File: src/rtl/loop_stack_ctl.sv
// Clocked loop-address stack with a forward bracket-skip engine for the brainfuck computer.
// Define LOOP_STACK_STICKY_ERR_EN to make overflow/underflow sticky until rst.
module loop_stack_ctl #(
  parameter int AW       = 10,
  parameter int DEPTH    = 32,
  parameter int SKIP_MAX = 255
) (
  input  logic                         clk,
  input  logic                         rst,
  input  logic                         push,
  input  logic                         pop,
  input  logic [AW-1:0]                addr_in,
  output logic [AW-1:0]                top,
  output logic [$clog2(DEPTH+1)-1:0]   depth,
  output logic                         empty,
  output logic                         full,
  output logic                         overflow,
  output logic                         underflow,
  input  logic                         skip_start,
  input  logic                         skip_open,
  input  logic                         skip_close,
  output logic                         skipping,
  output logic                         skip_done
);

  localparam int DW = $clog2(DEPTH + 1);
  localparam int IW = $clog2(DEPTH);
  localparam int CW = $clog2(SKIP_MAX + 1);

  typedef enum logic {
    ST_IDLE,
    ST_SKIP
  } state_e;

  state_e          state_q, state_d;
  logic [DW-1:0]   depth_q, depth_d;
  logic [CW-1:0]   count_q, count_d;
  logic            overflow_q, overflow_d;
  logic            underflow_q, underflow_d;
  logic            skip_done_q, skip_done_d;
  logic [AW-1:0]   entry_q [DEPTH];

  logic            ovf_ev, unf_ev;
  logic            wr_en;
  logic [IW-1:0]   wr_idx;
  logic [IW-1:0]   top_idx;

  assign empty   = (depth_q == '0);
  assign full    = (depth_q == DW'(DEPTH));
  assign top_idx = IW'(depth_q - DW'(1));

  always_comb begin
    // NOTE: every signal gets a default first so no path leaves it unassigned (no latches).
    state_d     = state_q;
    depth_d     = depth_q;
    count_d     = count_q;
    skip_done_d = 1'b0;
    ovf_ev      = 1'b0;
    unf_ev      = 1'b0;
    wr_en       = 1'b0;
    wr_idx      = IW'(depth_q);

    case (state_q)
      ST_IDLE: begin
        if (skip_start) begin
          state_d = ST_SKIP;
          count_d = CW'(1);
        end else if (push && pop && !empty) begin
          wr_en  = 1'b1;
          wr_idx = top_idx;
        end else if (push) begin
          if (full) begin
            ovf_ev = 1'b1;
          end else begin
            wr_en   = 1'b1;
            depth_d = depth_q + DW'(1);
          end
        end else if (pop) begin
          if (empty) unf_ev = 1'b1;
          else       depth_d = depth_q - DW'(1);
        end
      end

      ST_SKIP: begin
        // Stack requests are deliberately dropped here: the stack stays frozen while skipping.
        if (skip_open && !skip_close) begin
          if (count_q == CW'(SKIP_MAX)) ovf_ev  = 1'b1;
          else                          count_d = count_q + CW'(1);
        end else if (skip_close && !skip_open) begin
          if (count_q == CW'(1)) begin
            state_d     = ST_IDLE;
            count_d     = '0;
            skip_done_d = 1'b1;
          end else begin
            count_d = count_q - CW'(1);
          end
        end
      end
    endcase

`ifdef LOOP_STACK_STICKY_ERR_EN
    overflow_d  = overflow_q  | ovf_ev;
    underflow_d = underflow_q | unf_ev;
`else
    overflow_d  = ovf_ev;
    underflow_d = unf_ev;
`endif
  end

  // NOTE: sequential state uses non-blocking assignments; reset is synchronous and wins over all inputs.
  always_ff @(posedge clk) begin
    if (rst) begin
      state_q     <= ST_IDLE;
      depth_q     <= '0;
      count_q     <= '0;
      overflow_q  <= 1'b0;
      underflow_q <= 1'b0;
      skip_done_q <= 1'b0;
    end else begin
      state_q     <= state_d;
      depth_q     <= depth_d;
      count_q     <= count_d;
      overflow_q  <= overflow_d;
      underflow_q <= underflow_d;
      skip_done_q <= skip_done_d;
    end
  end

  // NOTE: storage is not reset; depth_q alone decides which entries are valid.
  always_ff @(posedge clk) begin
    if (wr_en && !rst) entry_q[wr_idx] <= addr_in;
  end

  assign top       = empty ? '0 : entry_q[top_idx];
  assign depth     = depth_q;
  assign overflow  = overflow_q;
  assign underflow = underflow_q;
  assign skipping  = (state_q == ST_SKIP);
  assign skip_done = skip_done_q;

endmodule

File: config.mk
export PLATFORM = sky130hd
export DESIGN_NAME = loop_stack_ctl
export DESIGN_NICKNAME = d
export VERILOG_FILES = /design/src/rtl/loop_stack_ctl.sv
export SDC_FILE = /design/constraint.sdc
export NUM_CORES = 1
export LEC_CHECK = 0
export ABC_CLOCK_PERIOD_IN_PS = 3800
export BUFFER_PORTS_ARGS = -buffer_cell sky130_fd_sc_hd__buf_2
export CAP_MARGIN = 5
export CORE_MARGIN = 10
export CORE_UTILIZATION = 41
export DETAILED_ROUTE_END_ITERATION = 8
export PLACE_DENSITY = 0.56
export SLEW_MARGIN = 10
export SYNTH_ARGS = -nofsm -noshare
export SYNTH_HDL_FRONTEND = slang
export SYNTH_SLANG_ARGS = --single-unit
File: constraint.sdc
create_clock -name clk -period 3.8 [get_ports clk]
set_input_delay 0.19 -clock clk [delete_from_list [all_inputs] [get_ports clk]]
set_output_delay 0.19 -clock clk [all_outputs]
set_load 0.03 [all_outputs]
==> run summary <==
Mean Syn Cell Area: 18.1 um2
IR drop worst, VDD: 0.296 mV
CTS tree: done
CP arrival: 3.46 ns
Comb power frac: 31.9%
leak pwr: 5.22 nW
Internal: 7.64 mW
CP Max Fanout: 25
Clock transition at path regs: 0.06 ns
GRT Residual Overflow: 0
Sw Ratio: 31.2%
Placed Cells: 1279
Seq/Total Area, Yosys: 70.2%
final setup skew: 0.0196 ns
Cells after Synth: 784
Final Critical Period: 3.65 ns
status: completed
Tcrit/Tclk final: 96.1%
RSZ-0062 raised after global routing: false
syn_nets: 807
first-pass GRT wire length: 49500 um
final std cells w/o fill: 1340
Post-synth EDFFs: 320
GRT Total Usage: 15.4%
most frequent cells in the layout: 320 x edfxtp_1, 80 x mux4_2, 50 x nor2_1
n_diodes: 0
Core Box Area: 0.0344 mm2
DRC violations left: 0
WHS Endpoint: depth[0]$_SDFFE_PP0P_
antenna violations before repair: 0
Initial Util: 41.3%
mapped cell area: 0.0142 mm2
CP Data Required Time: 3.61 ns
Final Wtd Congestion: 0.790
WL per Instance: 24.1 um
CP endpoint kind: primary output
Area Growth Syn to Fin: 15.3%
reg2reg start: depth[0]$_SDFFE_PP0P_
die area: 0.0425 mm2
most common cell after layout, fill and taps aside: edfxtp_1
Distinct cells, synth: 66
DR pass1 iterations: 5
IO Count: 39
hold path start: rst
vias in the first global route: 7833
Clk network pwr share: 30.5%
share of cells above drive strength 1: 29.2%
Worst R2R End: entry_q[18][9]$_DFFE_PP_
drt initial violations: 551
worst skew pair latency: 0.52 ns
Root Buffer: clkbuf_16
Hold Path Stages: 2
H-Tree Depth: 2
Worst Setup Start Kind: register
vias: 7558
Psw: 3.46 mW
clk sinks: 338
Fin. Hold Viols: 0
Die Ht: 206 um
flop2flop setup slack: 0.62 ns
final instance area: 0.0164 mm2
aggregate routed wire length: 32300 um
Post-layout nets: 887
CTS Buffer Depth: 3
Routed Antenna Nets: 0
FF-to-FF path depth: 8
top achievable clock speed: 274 MHz
Row Count: 68
Maximum Capacitance Violations: 0
slew at the pin with the worst max-slew slack: 0.968 ns
die width: 206 um
fillcell total: 2887
Post-DP Area: 0.0152 mm2
pwr dens: 678 mW/mm2
largest net degree at the start of global routing: 40
synthesized flop and latch total: 338
Inserted Clock Buffers: 37
via/cell ratio: 5.64
CP Class: register to primary output
Post-synth ARST share: 0%
Reg power frac: 37.6%
Detail Placement HPWL: 20300 um
Syn. warnings: 0
Main synth FF type: edfxtp_1
headroom to the max-slew limit: 35.5%
PortBufs: 38
worst hold path type: primary input to register
total negative slack: 0 ns
Pins Over Slew Limit: 0
Finish-stage setup viols: 0
==> worst max path at each step <==
stage / to / startpoint / slack [ns]
detailed placement: top[8] / depth[0]$_SDFFE_PP0P_ / 0.33
finish: top[9] / depth[0]$_SDFFE_PP0P_ / 0.15
global placement: top[8] / depth[0]$_SDFFE_PP0P_ / 0.49
CTS: top[8] / depth[0]$_SDFFE_PP0P_ / 0.04
floorplan: top[8] / depth[0]$_SDFFE_PP0P_ / 0.004
global route: top[9] / depth[0]$_SDFFE_PP0P_ / 0.03
==> layout make-up <==
cell class | instances | area (um2) | area share, %
clock buffers | 44 | 973 | 5.95
well taps | 455 | 569 | 3.48
flip-flops and latches | 338 | 9970 | 60.9
repair buffers | 91 | 624 | 3.82
inverters | 9 | 33.8 | 0.206
multi-input cells | 387 | 4030 | 24.6
clock inverters | 16 | 159 | 0.971
==> what timing repair did <==
action / in CTS / in global routing
pin swaps: 1 / 0
hold buffers: 0 / 0
buffers inserted: 1 / 0
endpoints found under the setup margin: 10 / 10
resized for setup: 2 / 3
==> critical path, stage by stage (launching register included) <==
cell	delay [ns]
dfxtp_4	0.51
clkinv_1	0.19
ha_4	0.60
buf_12	0.27
mux4_2	0.33
mux2i_1	0.19
a2bb2oi_1	0.47
o221ai_2	0.17
buf_2	0.21
==> power by group through the flow <==
stage | Combinational [mW] | Sequential, mW | Clock (mW)
global route | 3.76 | 4.18 | 3.64
global placement | 3.48 | 4.25 | 0
CTS | 3.56 | 4.18 | 3.47
detailed placement | 3.52 | 4.26 | 0
finish | 3.54 | 4.18 | 3.38
floorplan | 2.54 | 4.25 | 0
==> synthesized netlist by cell type (3+ instances only) <==
cell type,instances,share of area (%)
a21o_1,3,0.16
a21oi_1,14,0.49
a2bb2oi_1,11,0.68
a31oi_1,8,0.35
and3_1,5,0.22
buf_1,4,0.11
buf_2,16,0.56
buf_4,3,0.16
buf_6,4,0.32
clkbuf_1,23,0.61
dfxtp_1,18,2.5
edfxtp_1,320,68
ha_1,6,0.53
inv_1,8,0.21
mux2_2,8,0.63
mux2i_1,30,2.1
mux4_2,80,13
nand2_1,26,0.69
nand2b_1,6,0.26
nand3_1,12,0.42
nand3_2,4,0.28
nand4_1,3,0.13
nor2_1,50,1.3
nor2b_1,11,0.48
nor3_1,9,0.32
nor3b_1,4,0.21
nor4_1,5,0.22
nor4b_1,4,0.25
o211ai_2,3,0.26
o21a_1,3,0.16
o21ai_0,10,0.35
o221ai_1,10,0.62
o22ai_1,7,0.31
xnor2_1,14,0.86
==> kinds of logic after synthesis <==
logic type                 after synthesis  synth area share, %
adders and majority gates                6                0.529
AOI/OAI and AO/OA                       99                 5.24
DFF                                    338                 70.2
xor gates and xnor gates                14                0.864
and+or+nand+nor                        147                 5.37
muxes                                  121                 15.8
buffers and inverters                   59                 1.99
==> metal layers <==
layer	routed length [um]	part of all wire (%)	GRT usage, %
met5	0	0	0
met4	667	2.1	4.27
met3	1560	4.8	2.24
met2	15600	48	24.8
met1	14500	45	21.5
==> per-stage QoR <==
step	power [mW]	util [%]	hold WS [ns]	setup WS, ns
final	11.1	47.6	0.0527	0.149
after global routing	11.6	47.6	0.0606	0.0307
after CTS	11.2	47.6	0.0356	0.0402
after detailed placement	7.78	44.2	0.529	0.332
after global placement	7.73	44.2	0.491	0.490
after floorplan	6.78	-	0.289	0.00414
==> sequential cells by signal (all words and copies together) (netlist names) <==
register,count
skip_done,1
entry_q,320
underflow,1
depth,6
count_q,8
overflow,1
skipping,1
(Power assumes the default switching activity.)
